## src/rtl/pipeline_ctrl_pkg.sv

```systemverilog
// Shared types and constants for the pipeline stall controller.
// The state encoding is fixed so the FSM state can be observed by debug tooling.
package pipeline_ctrl_pkg;

  localparam int REG_ADDR_W_DEF = 3;
  localparam int REG_ZERO       = 0;

  typedef enum logic [1:0] {
    ST_RUN      = 2'd0,
    ST_MEM_WAIT = 2'd1,
    ST_ERR      = 2'd2
  } state_e;

endpackage

```

## src/rtl/pipeline_stall_ctrl_hazard_detect.sv

```systemverilog
// Load-use hazard compare between the load in EX and the source operands in ID.
// Register zero is hardwired, so a load targeting it never creates a dependency.
module hazard_detect
  import pipeline_ctrl_pkg::*;
#(
  parameter int REG_ADDR_W = REG_ADDR_W_DEF
) (
  input  logic [REG_ADDR_W-1:0] id_src1,
  input  logic [REG_ADDR_W-1:0] id_src2,
  input  logic                  id_src1_used,
  input  logic                  id_src2_used,
  input  logic [REG_ADDR_W-1:0] ex_dest,
  input  logic                  ex_load,
  output logic                  lu
);

  logic dest_nz;
  logic src1_hit;
  logic src2_hit;

  assign dest_nz  = (ex_dest != REG_ADDR_W'(REG_ZERO));
  assign src1_hit = id_src1_used && (id_src1 == ex_dest);
  assign src2_hit = id_src2_used && (id_src2 == ex_dest);
  assign lu       = ex_load && dest_nz && (src1_hit || src2_hit);

endmodule

```

## src/rtl/pipeline_stall_ctrl.sv

```systemverilog
// Central freeze/bubble controller: sequences multi-cycle MEM accesses, inserts
// load-use bubbles and keeps saturating stall statistics plus a sticky timeout flag.
module pipeline_stall_ctrl
  import pipeline_ctrl_pkg::*;
#(
  parameter int REG_ADDR_W  = REG_ADDR_W_DEF,
  parameter int MEM_TIMEOUT = 15,
  parameter int CNT_W       = 16
) (
  input  logic                  clk,
  input  logic                  rst,
  input  logic [REG_ADDR_W-1:0] id_src1,
  input  logic [REG_ADDR_W-1:0] id_src2,
  input  logic                  id_src1_used,
  input  logic                  id_src2_used,
  input  logic [REG_ADDR_W-1:0] ex_dest,
  input  logic                  ex_load,
  input  logic                  mem_access,
  input  logic                  mem_ack,
  output logic                  mem_req,
  output logic                  freeze_if,
  output logic                  freeze_id,
  output logic                  freeze_ex,
  output logic                  freeze_mem,
  output logic                  bubble_ex,
  output logic                  mem_timeout_err,
  output logic [CNT_W-1:0]      lu_stall_cnt,
  output logic [CNT_W-1:0]      mem_stall_cnt
);

  localparam int              WAIT_W   = $clog2(MEM_TIMEOUT + 1);
  localparam logic [CNT_W-1:0] CNT_MAX = '1;

  state_e            state_q, state_d;
  logic [WAIT_W-1:0] wait_q, wait_d;
  logic [CNT_W-1:0]  lu_cnt_q, lu_cnt_d;
  logic [CNT_W-1:0]  ms_cnt_q, ms_cnt_d;

  logic lu;
  logic mem_stall;
  logic lu_apply;
  logic req_c, fif_c, fid_c, fex_c, fmem_c, bub_c, err_c;

  hazard_detect #(.REG_ADDR_W(REG_ADDR_W)) u_hazard (
    .id_src1      (id_src1),
    .id_src2      (id_src2),
    .id_src1_used (id_src1_used),
    .id_src2_used (id_src2_used),
    .ex_dest      (ex_dest),
    .ex_load      (ex_load),
    .lu           (lu)
  );

  // NOTE: every signal driven here gets a default first so no path infers a latch.
  always_comb begin
    state_d   = state_q;
    wait_d    = wait_q;
    mem_stall = 1'b0;
    lu_apply  = 1'b0;
    req_c     = 1'b0;
    fif_c     = 1'b0;
    fid_c     = 1'b0;
    fex_c     = 1'b0;
    fmem_c    = 1'b0;
    bub_c     = 1'b0;
    err_c     = 1'b0;

    unique case (state_q)
      ST_RUN: begin
        req_c     = mem_access;
        mem_stall = mem_access && !mem_ack;
        if (mem_stall) begin
          state_d = ST_MEM_WAIT;
          wait_d  = WAIT_W'(1);
        end
      end
      ST_MEM_WAIT: begin
        req_c     = mem_access;
        mem_stall = mem_access && !mem_ack;
        // A dropped access (flush) releases the wait just like an ack does.
        if (!mem_stall) begin
          state_d = ST_RUN;
          wait_d  = '0;
        end else if (wait_q == WAIT_W'(MEM_TIMEOUT)) begin
          state_d = ST_ERR;
        end else begin
          wait_d = wait_q + 1'b1;
        end
      end
      ST_ERR: begin
        fif_c  = 1'b1;
        fid_c  = 1'b1;
        fex_c  = 1'b1;
        fmem_c = 1'b1;
        err_c  = 1'b1;
      end
      default: state_d = ST_RUN;
    endcase

    if (mem_stall) begin
      fif_c  = 1'b1;
      fid_c  = 1'b1;
      fex_c  = 1'b1;
      fmem_c = 1'b1;
    end else if (lu && (state_q != ST_ERR)) begin
      lu_apply = 1'b1;
      fif_c    = 1'b1;
      fid_c    = 1'b1;
      bub_c    = 1'b1;
    end

    lu_cnt_d = (lu_apply && (lu_cnt_q != CNT_MAX)) ? lu_cnt_q + 1'b1 : lu_cnt_q;
    ms_cnt_d = (mem_stall && (ms_cnt_q != CNT_MAX)) ? ms_cnt_q + 1'b1 : ms_cnt_q;
  end

  // NOTE: state registers use non-blocking assignments so all flops update together.
  always_ff @(posedge clk or negedge rst) begin
    if (!rst) begin
      state_q  <= ST_RUN;
      wait_q   <= '0;
      lu_cnt_q <= '0;
      ms_cnt_q <= '0;
    end else begin
      state_q  <= state_d;
      wait_q   <= wait_d;
      lu_cnt_q <= lu_cnt_d;
      ms_cnt_q <= ms_cnt_d;
    end
  end

  // Outputs are held low for the whole reset window, whatever the inputs do.
  assign mem_req         = rst && req_c;
  assign freeze_if       = rst && fif_c;
  assign freeze_id       = rst && fid_c;
  assign freeze_ex       = rst && fex_c;
  assign freeze_mem      = rst && fmem_c;
  assign bubble_ex       = rst && bub_c;
  assign mem_timeout_err = rst && err_c;
  assign lu_stall_cnt    = rst ? lu_cnt_q : '0;
  assign mem_stall_cnt   = rst ? ms_cnt_q : '0;

endmodule

```

## config.mk

```make
export PLATFORM = sky130hd
export DESIGN_NAME = pipeline_stall_ctrl
export DESIGN_NICKNAME = d
export VERILOG_FILES = /design/src/rtl/pipeline_ctrl_pkg.sv /design/src/rtl/pipeline_stall_ctrl_hazard_detect.sv /design/src/rtl/pipeline_stall_ctrl.sv
export SDC_FILE = /design/constraint.sdc
export NUM_CORES = 1
export LEC_CHECK = 0
export BUFFER_PORTS_ARGS = -buffer_cell sky130_fd_sc_hd__buf_2
export CAP_MARGIN = 20
export CORE_UTILIZATION = 53
export DETAILED_ROUTE_END_ITERATION = 10
export PLACE_DENSITY_LB_ADDON = 0.08
export RECOVER_POWER = 25
export SETUP_SLACK_MARGIN = 0.02
export SLEW_MARGIN = 15
export SYNTH_ARGS = -nofsm -noshare
export SYNTH_HDL_FRONTEND = slang
export SYNTH_HIERARCHICAL = 1
export SYNTH_SLANG_ARGS = --single-unit
```

## constraint.sdc

```tcl
create_clock -name clk -period 2.6 [get_ports clk]
set_clock_uncertainty 0.1 [all_clocks]
set_input_delay 0.39 -clock clk [delete_from_list [all_inputs] [get_ports clk]]
set_output_delay 0.39 -clock clk [all_outputs]
set_load 0.005 [all_outputs]
```

# [Yosys cells after proc, flatten, opt, wreduce, memory -nomap -nowiden]
# Index checks and enable logic that the tools add are counted.
[totals] input_bits=16 wordCells=58 ff_bits=38 out_inout_bits=39
[op_classes] add_sub_neg=3 mux=18 eq_ne=11 reduce_logical=21 bitwise_logic=1
[op_table] operator="$add 16x1->16 const B" count=2
[op_table] operator="$mux 16" count=2
[op_table] operator="$ne 16x16->1 const B" count=2
[op_table] operator="$logic_and 1x1->1" count=13
[op_table] operator="$mux 4" count=3
[op_table] operator="$mux 1" count=8
[op_table] operator="$pmux 4 s2" count=1
[op_table] operator="$eq 3x3->1" count=2
[op_table] operator="$mux 2" count=3
[op_table] operator="$ne 3x3->1 const B" count=2
[op_table] operator="$pmux 2 s3" count=1
[op_table] operator="$reduce_and 3->1" count=2
[op_table] operator="$add 4x1->4 const B" count=1
[op_table] operator="$eq 4x4->1 const B" count=1
[op_table] operator="$ne 2x2->1 const B" count=2
[op_table] operator="$reduce_bool 3->1" count=1
[op_table] operator="$eq 2x1->1 const B" count=1
[op_table] operator="$eq 2x2->1 const B" count=1
[op_table] operator="$logic_not 2->1" count=1
[op_table] operator="$reduce_bool 2->1" count=1
[op_table] operator="$reduce_or 2->1" count=1
[op_table] operator="$logic_not 1->1" count=1
[op_table] operator="$logic_or 1x1->1" count=1
[op_table] operator="$not 1->1" count=1

# [Longest topological paths before layout]
# Gate-level depths: netlist of the first run.
[depth] word_depth=8 depth_mapped=7 depth_no_buf=6

# [Modules after synthesis]
# Netlist of the first run, hierarchy kept.
[by_module_without_submodules] mod="pipeline_stall_ctrl" seq_area_each_um2=950.9 area_per_inst_um2=2185.8 cells_each=218 n_inst=1
[by_module_without_submodules] mod="hazard_detect" seq_area_each_um2=0.0 area_per_inst_um2=77.6 cells_each=10 n_inst=1

# [Worst setup path before layout of the first run]
# Ideal clock, no wire load.
[synth_path] kind="reg2out" start="register state_q[1]" end="output freeze_if" t_arrival_ps=1423 setup_slack_ps=687 t_required_ps=2110 stages_incl_launch_ff=6 n_path_buf=3 cell_sequence="dfrtp_1 -> buf_6 -> or3b_4 -> buf_6 -> a31oi_1 -> buf_4"
[synth_via] elab_chain_cells=5 elab_cells_between_ends=11 cone_classes="eq/ne (3); mux (4); reduce/logical (4)"
[synth_lines] item="start, declared" line="pipeline_stall_ctrl.sv:34" rtl="state_e state_q, state_d;"
[synth_lines] item="start signal, assigned" line="pipeline_stall_ctrl.sv:124" rtl="state_q <= state_d;"
[synth_lines] item="$eq 2x2->1 (tied with other cells)"
[synth_lines] item="$mux 1 (tied with other cells)"
[synth_lines] item="$mux 1 (on tied branches)"
[synth_lines] item="$mux 1 *"
[synth_lines] item="$logic_and 1x1->1 *"
[synth_lines] item="end, declared" line="pipeline_stall_ctrl.sv:21" rtl="output logic freeze_if,"
# Every way passes the cells marked *; elsewhere a longest branch is shown, timed or not.

# [Final worst setup path of the first run]
[layout_path] start="input rst" end="output freeze_id"
[layout_via] elab_chain_cells=1
[layout_lines] item="start, declared" line="pipeline_stall_ctrl.sv:11" rtl="input logic rst,"
[layout_lines] item="$logic_and 1x1->1" line="pipeline_stall_ctrl.sv:134" rtl="assign freeze_id = rst && fid_c;"
[layout_lines] item="end, declared" line="pipeline_stall_ctrl.sv:22" rtl="output logic freeze_id,"
# Every way passes these cells.

==> flow_summary.yaml, run 1 <==
outcome:
  status: "finished, final reports clean"
clock_network:
  clk_pin_slew_ns: 0.07
  cts-root-buf: "clkbuf_8"
  cts_setup_buffers: 0
  cts_tree: "built"
  numClockSinks: 38
  cts_hold_buf: 1
  clk_path_buf_depth: 2
  cts_buffers: 5
  cts.htree.levels: 2
  cts_repair_resize_count: 0
  clock_latency_ns: 0.30
yosys:
  synthesis.nets: 247
  avgSynthCellArea_um2: 9.93
  async_flop_share_pct: 100
  syn_inst: 228
  synth_area_um2: 2260
  yosysMostFrequentCell: "dfrtp_1"
  seq_area_frac_synth_pct: 42.0
  synth_top_area_share_pct: 42.0
  ys_ff_latch: 38
  ys_warn_count: 6
  synth_top_area_cell: "dfrtp_1"
  yosys-top-cells-area: "dfrtp_1 (42%), and2_1 (8.8%), xor2_1 (7.0%), xnor2_1 (6.2%), nand3_1 (3.3%)"
  synth_edf_count: 0
  ys.flop_type: "dfrtp_1"
  synth.top_cells.by_count: "dfrtp_1 (38), and2_1 (32), xor2_1 (18)"
  ys_types: 42
placement:
  port_buffers: 54
  dpl.hpwl_um: 3010
  gp_congestion: 0.786
  dpl_cell_area_um2: 2560
critical_path:
  critPathSlowestCell: "dlygate4sd3_1"
  end_kind: "primary output"
  critPathMaxStageDelay_ns: 0.52
  worstPathArrival_ns: 1.83
  worstPathRequired_ns: 2.11
  crit_fanout: 71
  path_class: "primary input to primary output"
  cp_cell_sequence: "dlygate4sd3_1, clkbuf_1, buf_12, inv_1, a31oi_1, buf_2"
  start_kind: "primary input"
power_and_ir_drop:
  ir_drop_mv: 0.419
  power.total_w: 0.00149
  powerDensity_nw_per_um2: 558
  cellLeakagePower_nw: 1.34
sta:
  worst_pin_slew_ns: 0.445
  maxSlewViolCount: 0
  rsz0062_at_grt: "no"
  tns_ns: 0
  period_share_pct: 89.4
  finalSetupViolCount: 0
  worst_hold_slack_ns: 0.387
  period_needed_ns: 2.32
  fmax_mhz: 430
  slew_headroom_pct: 70.1
  hold_viol: 0
floorplan:
  core_um2: 4060
  fp-row-count: 23
  die_w_um: 67.4
  io_pins: 55
  die_h_um: 67.4
  design.die.area_um2: 4540
  start_util_pct: 55.8
layout:
  diodes: 0
  synthToLayoutAreaGrowth_pct: 18.1
  fin_util_pct: 65.9
  fillers: 373
  layout.nets: 302
  drive_gt1_share_pct: 25.4
  final_area_um2: 2670
drt:
  drt-initial-drc-count: 130
  dr.pass1.iters: 4
  vias_per_cell: 5.37
  num_vias: 1794
  drt_wl_total_um: 4210
  drc: 0
  final_antenna_net_count: 0
  wl_per_cell_um: 12.6
grt:
  antenna_found_initial: 0
  grt-ovfl-total: 0
  grt_pass1_wl_um: 7030
  grt_pass1_vias: 1567
  grt_max_degree: 72
  grtUsageTotal_pct: 20.6
job:
  cap_violations: 0
worst_hold_path:
  hold_path_class: "primary input to flop"
## cell usage in the layout, fill, tap and decap left out, types with 5 or more instances in the layout
cell,Yosys,final
and4_1,6,6
nor2_1,7,7
nor4_1,7,7
nand4_1,12,12
nand3_1,15,15
clkbuf_8,0,5
and2_1,32,32
nor3_1,7,7
nand2_1,11,11
o21ai_0,5,5
xor2_1,18,18
a21oi_1,5,5
dfrtp_1,38,38
xnor2_1,16,16
buf_2,0,53
## routing by layer
metal  track usage, %  part of all wire, %  vias up
li1                 -                    -      921
met1             26.9                   49      839
met2             33.1                   47       26
met3             3.55                  2.7        8
met4             9.31                  1.7        0
met5                0                    0        -
## worst max-delay path: cells and delay by family
family | cells | cell delay, ns
AO/OA/AOI/OAI | 1 | 0.19
buffers and inverters | 5 | 1.23
## sequential cells by signal, summed over array words and instances (netlist names)
signal	flops
lu_cnt_q	16
wait_q	4
ms_cnt_q	16
state_q	2
## area by class of cell
class / instances / area [um^2] / share of cell area (%)
clock buffer: 5 / 68.8 / 2.57
clock inverter: 3 / 40.0 / 1.50
inverter: 4 / 15.0 / 0.562
multi-input combinational: 178 / 1240 / 46.3
sequential: 38 / 951 / 35.6
tap: 50 / 62.6 / 2.34
timing repair buffer: 56 / 299 / 11.2
## metrics by stage
stage,setup WS (ns),std cells
floorplan,0.687,228
global placement,0.470,325
detailed placement,0.365,325
CTS,0.291,334
global route,0.136,334
finish,0.276,334
## final timing paths
| kind | start | endpoint | slack (ns) | depth (start not counted) |
|---|---|---|---|---|
| setup / recovery | rst | freeze_id | 0.28 | 6 |
| hold / removal | mem_ack | state_q[1] | 0.39 | 4 |
| setup reg to reg | state_q[1] | lu_cnt_q[12] | 0.54 | 4 |
| hold reg to reg | lu_cnt_q[15] | lu_cnt_q[15] | 0.40 | 1 |
| max in group asynchronous | rst | lu_cnt_q[1] | 1.60 | 3 |
| min in group asynchronous | rst | wait_q[1] | 0.56 | 3 |
## report_power, final
| group | switching [W] | internal [W] |
|---|---|---|
| Sequential | 0.0000968 | 0.000661 |
| Combinational | 0.000110 | 0.000133 |
| Clock | 0.000209 | 0.000282 |
## kinds of logic (layout without fill, tap and decap cells)
logic type               Yosys count  in the layout  synth area share, %
XOR/XNOR                          34             34                 13.2
multiplexers                       5              5                 2.43
buffers and inverters             12             68                 3.32
flip-flops                        38             38                 42.0
adder cells (fa/ha/maj)            3              3                 1.66
AO/OA/AOI/OAI                     19             19                 5.20
AND/OR/NAND/NOR                  117            117                 32.2
No activity file was read; power rests on OpenSTA's default activity.
==> inputs of run 2 (changes only) <==
- SYNTH_HIERARCHICAL: 1 -> default
==> run 2 against run 1 <==
  * Fmax rose by 3.6%
  * First-iteration DRC count fell by 22%
  * Total power rose by 8.9%
  * Highest routed layer unchanged
  * Global-route usage rose by 1.1 points
==> flow_summary.yaml, run 2 <==
outcome:
  status: "finished, final reports clean"
critical_path:
  critPathSlowestCell: "dfrtp_1"
  worstPathRequired_ns: 2.11
  critPathMaxStageDelay_ns: 0.51
  r2r-end: "lu_cnt_q[1]"
  ff2ff_path_depth: 6
  start_kind: "flop"
  r2r-start: "lu_cnt_q[0]"
  cp_cell_sequence: "and2b_2, a21oi_4, inv_1, o21a_1, buf_2"
  end_kind: "primary output"
  critPathLaunch: "state_q[1]"
  worstPathArrival_ns: 1.75
  ff2ff_setup_slack_ns: 0.41
  path_delay_family: "flip-flops"
  crit_buf_inv: 2
  crit_fanout: 12
  path_class: "flop to primary output"
sta:
  tns_ns: 0
  rsz0062_at_grt: "no"
  maxSlewViolCount: 0
  period_needed_ns: 2.24
  finalSetupViolCount: 0
  hold_viol: 0
  period_share_pct: 86.3
  worst_pin_slew_ns: 0.524
  slew_headroom_pct: 64.9
  fmax_mhz: 446
power_and_ir_drop:
  powerDensity_nw_per_um2: 612
  ir_drop_mv: 0.388
  cellLeakagePower_nw: 1.36
  power.total_w: 0.00163
yosys:
  ys_types: 40
  async_flop_share_pct: 100
  syn_inst: 230
  synthMuxAreaShare_pct: 1.71
  synthesis.nets: 249
  synth_top_area_share_pct: 43.4
  synth_edf_count: 0
  synth_area_um2: 2190
  ys_ff_latch: 38
  synth_xor_area_share_pct: 13.2
  ys_warn_count: 0
  synth_top_family_by_area: "simple AND/OR/NAND/NOR gates"
  avgSynthCellArea_um2: 9.53
  synth-adder-area-share_pct: 1.71
  yosys-top-cells-area: "dfrtp_1 (43%), and2_1 (9.1%), xnor2_1 (7.6%), xor2_1 (5.6%), nand3_1 (3.9%)"
  yosysMostFrequentCell: "dfrtp_1"
  synth_compound_area_share_pct: 5.76
  synth_simple_gate_area_share_pct: 30.7
  synth_top_area_cell: "dfrtp_1"
  ys.flop_type: "dfrtp_1"
  seq_area_frac_synth_pct: 43.4
  synth.top_cells.by_count: "dfrtp_1 (38), and2_1 (32), xnor2_1 (19)"
grt:
  grt_pass1_vias: 1650
  grt_pass1_wl_um: 7180
  grt_max_degree: 35
  grtUsageTotal_pct: 21.6
  grt-ovfl-total: 0
  antenna_found_initial: 0
layout:
  diodes: 0
  fillers: 315
  final_cell_mix: "buf_2 (54), dfrtp_1 (38), and2_1 (32)"
  largestRegisters: "lu_cnt_q: 16 flops, ms_cnt_q: 16 flops, wait_q: 4 flops"
  layout.nets: 304
  synthToLayoutAreaGrowth_pct: 21.1
  drive_gt1_share_pct: 25.9
  final_common_cell: "buf_2"
drt:
  num_vias: 1789
  drc: 0
  dr.pass1.iters: 4
  wl_per_cell_um: 12.8
  vias_per_cell: 5.32
  drt-initial-drc-count: 102
  drt_wl_total_um: 4320
  final_antenna_net_count: 0
job:
  cap_violations: 0
clock_network:
  cts.htree.levels: 2
  clock_latency_ns: 0.29
  numClockSinks: 38
  clk_pin_slew_ns: 0.07
  cts_tree: "built"
  cts_buffers: 5
  cts-root-buf: "clkbuf_8"
  clk_path_buf_depth: 2
floorplan:
  die_w_um: 66.3
  design.die.area_um2: 4400
  fp-row-count: 23
  core_um2: 3970
  die_h_um: 66.3
  start_util_pct: 55.2
  io_pins: 55
placement:
  port_buffers: 54
  dpl.hpwl_um: 3170
  gp_congestion: 0.795
worst_hold_path:
  worstHoldStart: "wait_q[3]"
  whs_endpoint: "wait_q[3]"
  hold_path_class: "flop to flop"
  min_path_cells: 1
==> run 2: cell types whose count changed after synthesis, moves of 3 or more <==
cell | before | now
nor4_1 | 7 | 0
xor2_1 | 18 | 14
nor3b_1 | 4 | 0
and4_1 | 6 | 2
nor2_1 | 7 | 14
xnor2_1 | 16 | 19
nor3_1 | 7 | 10
and3_1 | 3 | 9
==> run 2: final cells by class <==
class                   instances  area (um^2)  area share, %
flip-flops and latches         38          951           35.8
repair buffers                 57          320           12.1
clock inverters                 3         68.8           2.59
well taps                      50         62.6           2.36
clock buffers                   5         68.8           2.59
inverters                       5         18.8          0.707
multi-input cells             178         1160           43.8
==> run 2: metrics by stage <==
stage | instance area, um^2 | setup slack [ns] | util (%) | instances | hold slack, ns
final | 2650 | 0.356 | 66.8 | 336 | 0.389
after global routing | 2650 | 0.230 | 66.8 | 336 | 0.398
after CTS | 2650 | 0.348 | 66.8 | 336 | 0.390
after detailed placement | 2510 | 0.421 | 63.1 | 327 | 0.195
after global placement | 2510 | 0.478 | 63.1 | 327 | 0.191
after floorplan | 2190 | 0.539 | - | 230 | -0.00559
==> run 2: worst max path at each step <==
stage / end / slack (ns) / depth (start not counted)
floorplan: lu_cnt_q[1] / 0.54 / 8
global placement: lu_cnt_q[1] / 0.48 / 6
detailed placement: lu_cnt_q[1] / 0.42 / 6
CTS: freeze_if / 0.35 / 5
global route: freeze_id / 0.23 / 5
finish: freeze_if / 0.36 / 5
==> run 2: what timing repair did <==
item,in CTS,in global routing
endpoints found under the hold margin,7,0
hold buffers,1,0
endpoints found under the setup margin,0,0
buffers inserted,0,0
resized for setup,0,0
==> run 2: routing by layer <==
| metal | GRT usage, % | vias up | routed length (um) |
|---|---|---|---|
| li1 | - | 893 | - |
| met1 | 25.6 | 847 | 1920 |
| met2 | 38.9 | 43 | 2190 |
| met3 | 5.69 | 6 | 166 |
| met4 | 4.79 | 0 | 38 |
| met5 | 0 | - | 0 |
==> run 2: power breakdown <==
| part | switching (W) | internal (W) | leakage (nW) |
|---|---|---|---|
| clock | 0.000220 | 0.000384 | 0.0683 |
| sequential | 0.0000855 | 0.000659 | 0.509 |
| combinational | 0.000126 | 0.000150 | 0.785 |
==> run 2: worst register-to-register path: stages (launching register included) <==
cell and delay [ns]:
dfrtp_1 0.41, ha_1 0.20, nand4_1 0.09, or2_0 0.30, or3_1 0.41, nand3_2 0.23, mux2_4 0.33
==> run 2: kinds of logic after synthesis <==
group,Yosys count
buf+inv,14
fa+ha+maj,3
mux,3
simple gates,120
xor+xnor,33
flops,38
compound gates,19
==> inputs of run 3 (changes only) <==
- SETUP_SLACK_MARGIN: 0.02 -> 0.5
==> run 3 against run 2 <==
  * Setup slack better by 0.16 ns
  * Clock power about the same
  * Register-to-register slack better by 0.10 ns
  * Sequential share of layout area down 1.1 points
  * Final cell count up 2.1%
==> flow_summary.yaml, run 3 (same netlist as run 2, synthesis figures left out) <==
outcome:
  status: "finished, final reports clean"
layout:
  final_area_um2: 2750
  largestRegisters: "lu_cnt_q: 16 flops, ms_cnt_q: 16 flops, wait_q: 4 flops"
  drive_gt1_share_pct: 29.7
  stdcell_count: 343
  synthToLayoutAreaGrowth_pct: 25.3
  final_common_cell: "buf_2"
  layout.nets: 311
  final_cell_mix: "buf_2 (53), dfrtp_1 (36), and2_1 (32)"
  diodes: 0
drt:
  drt-initial-drc-count: 113
  wl_per_cell_um: 13.1
  final_antenna_net_count: 0
  drt_wl_total_um: 4490
  drc: 0
  num_vias: 1843
  vias_per_cell: 5.37
  dr.pass1.iters: 7
critical_path:
  start_kind: "flop"
  path_class: "flop to flop"
  crit_fanout: 6
  end_kind: "flop"
  worstPathArrival_ns: 2.17
  worstPathRequired_ns: 2.68
sta:
  period_needed_ns: 2.09
  worst_pin_slew_ns: 0.508
  tns_ns: 0
  hold_viol: 0
  finalSetupViolCount: 0
  period_share_pct: 80.2
  fin_ws_ns: 0.514
  slew_headroom_pct: 65.9
  fmax_mhz: 479
  rsz0062_at_grt: "yes"
  maxSlewViolCount: 0
floorplan:
  io_pins: 55
  die_h_um: 66.3
  core_um2: 3970
  die_w_um: 66.3
  fp-row-count: 23
  design.die.area_um2: 4400
  start_util_pct: 55.2
placement:
  port_buffers: 54
  dpl.hpwl_um: 3170
  dp_slack_ns: 0.421
  gp_congestion: 0.795
  dpl_cell_area_um2: 2510
  dp.cells: 327
power_and_ir_drop:
  p_seq_share_pct: 44.5
  pwr-share-comb_pct: 19.5
  ir_drop_mv: 0.405
  power.switching_w: 0.000450
  powerDensity_nw_per_um2: 611
  internal_power_w: 0.00123
  swShare_pct: 26.8
  p_clk_share_pct: 36.0
  cellLeakagePower_nw: 1.38
clock_network:
  cts_tree: "built"
  clk_path_buf_depth: 2
  numClockSinks: 38
  cts.htree.levels: 2
  clk_pin_slew_ns: 0.08
  cts_buffers: 5
  cts-root-buf: "clkbuf_8"
  clock_latency_ns: 0.29
grt:
  grt-ovfl-total: 0
  grt_pass1_wl_um: 7400
  grt_pass1_vias: 1686
  grt_max_degree: 35
  grtUsageTotal_pct: 22.3
  antenna_found_initial: 0
job:
  cap_violations: 0
worst_hold_path:
  hold_path_class: "primary input to async pin"
## run 3: cell types whose count changed in the layout (fill, tap and decap cells not counted), sizes merged
cell	before	now
buf	56	61
clkbuf	5	6
nand3	18	19
## run 3: routing by layer
| layer | GRT usage [%] | part of all wire (%) | up-vias |
|---|---|---|---|
| li1 | - | - | 911 |
| met1 | 26.5 | 44 | 877 |
| met2 | 39.7 | 51 | 46 |
| met3 | 5.69 | 4.0 | 9 |
| met4 | 5.59 | 1.6 | 0 |
| met5 | 0 | 0 | - |
## run 3: repair_timing
item / 4_1_cts / 5_1_grt
hold buffers: 1 / 0
gates cloned: 1 / 0
endpoints found under the hold margin: 7 / 0
buffers inserted: 2 / 4
endpoints found under the setup margin: 13 / 16
gates resized for setup: 6 / 5
## run 3: power by group through the flow
stage                     clock, W  sequential (W)  combinational (W)
final                     0.000605        0.000748           0.000327
after detailed placement         0        0.000753           0.000275
after CTS                 0.000615        0.000743           0.000285
after global routing      0.000651        0.000756           0.000373
after floorplan                  0        0.000730           0.000184
after global placement           0        0.000749           0.000267
## run 3: per-stage QoR
step | util, % | total power, W | hold WS, ns
after floorplan | - | 0.000913 | -0.00559
after global placement | 63.1 | 0.00102 | 0.191
after detailed placement | 63.1 | 0.00103 | 0.195
after CTS | 67.9 | 0.00164 | 0.0473
after global routing | 69.2 | 0.00178 | 0.276
final | 69.2 | 0.00168 | 0.256
## run 3: critical path, stage by stage, from the launching register on
cell and delay, ns:
dfrtp_1 0.40, ha_2 0.21, nand4_1 0.09, or2_1 0.29, or3_4 0.43, nand3_4 0.14, mux2_4 0.31
## run 3: cell type report
cell class / instances / area, um^2
clock inverter: 3 / 68.8
tap: 50 / 62.6
inverter: 5 / 18.8
sequential: 38 / 953
multi-input combinational: 179 / 1210
timing repair buffer: 63 / 364
fill: 302 / 1220
clock buffer: 5 / 68.8
## run 3: final timing paths
check                            start  cells after the start     endpoint  slack, ns
setup / recovery           lu_cnt_q[1]                      6  lu_cnt_q[1]       0.51
hold / removal                     rst                      2  lu_cnt_q[4]       0.26
setup reg to reg           lu_cnt_q[1]                      6  lu_cnt_q[1]       0.51
hold reg to reg              wait_q[3]                      1    wait_q[3]       0.39
max in group asynchronous          rst                      2  lu_cnt_q[3]       1.34
min in group clk             wait_q[3]                      1    wait_q[3]       0.39
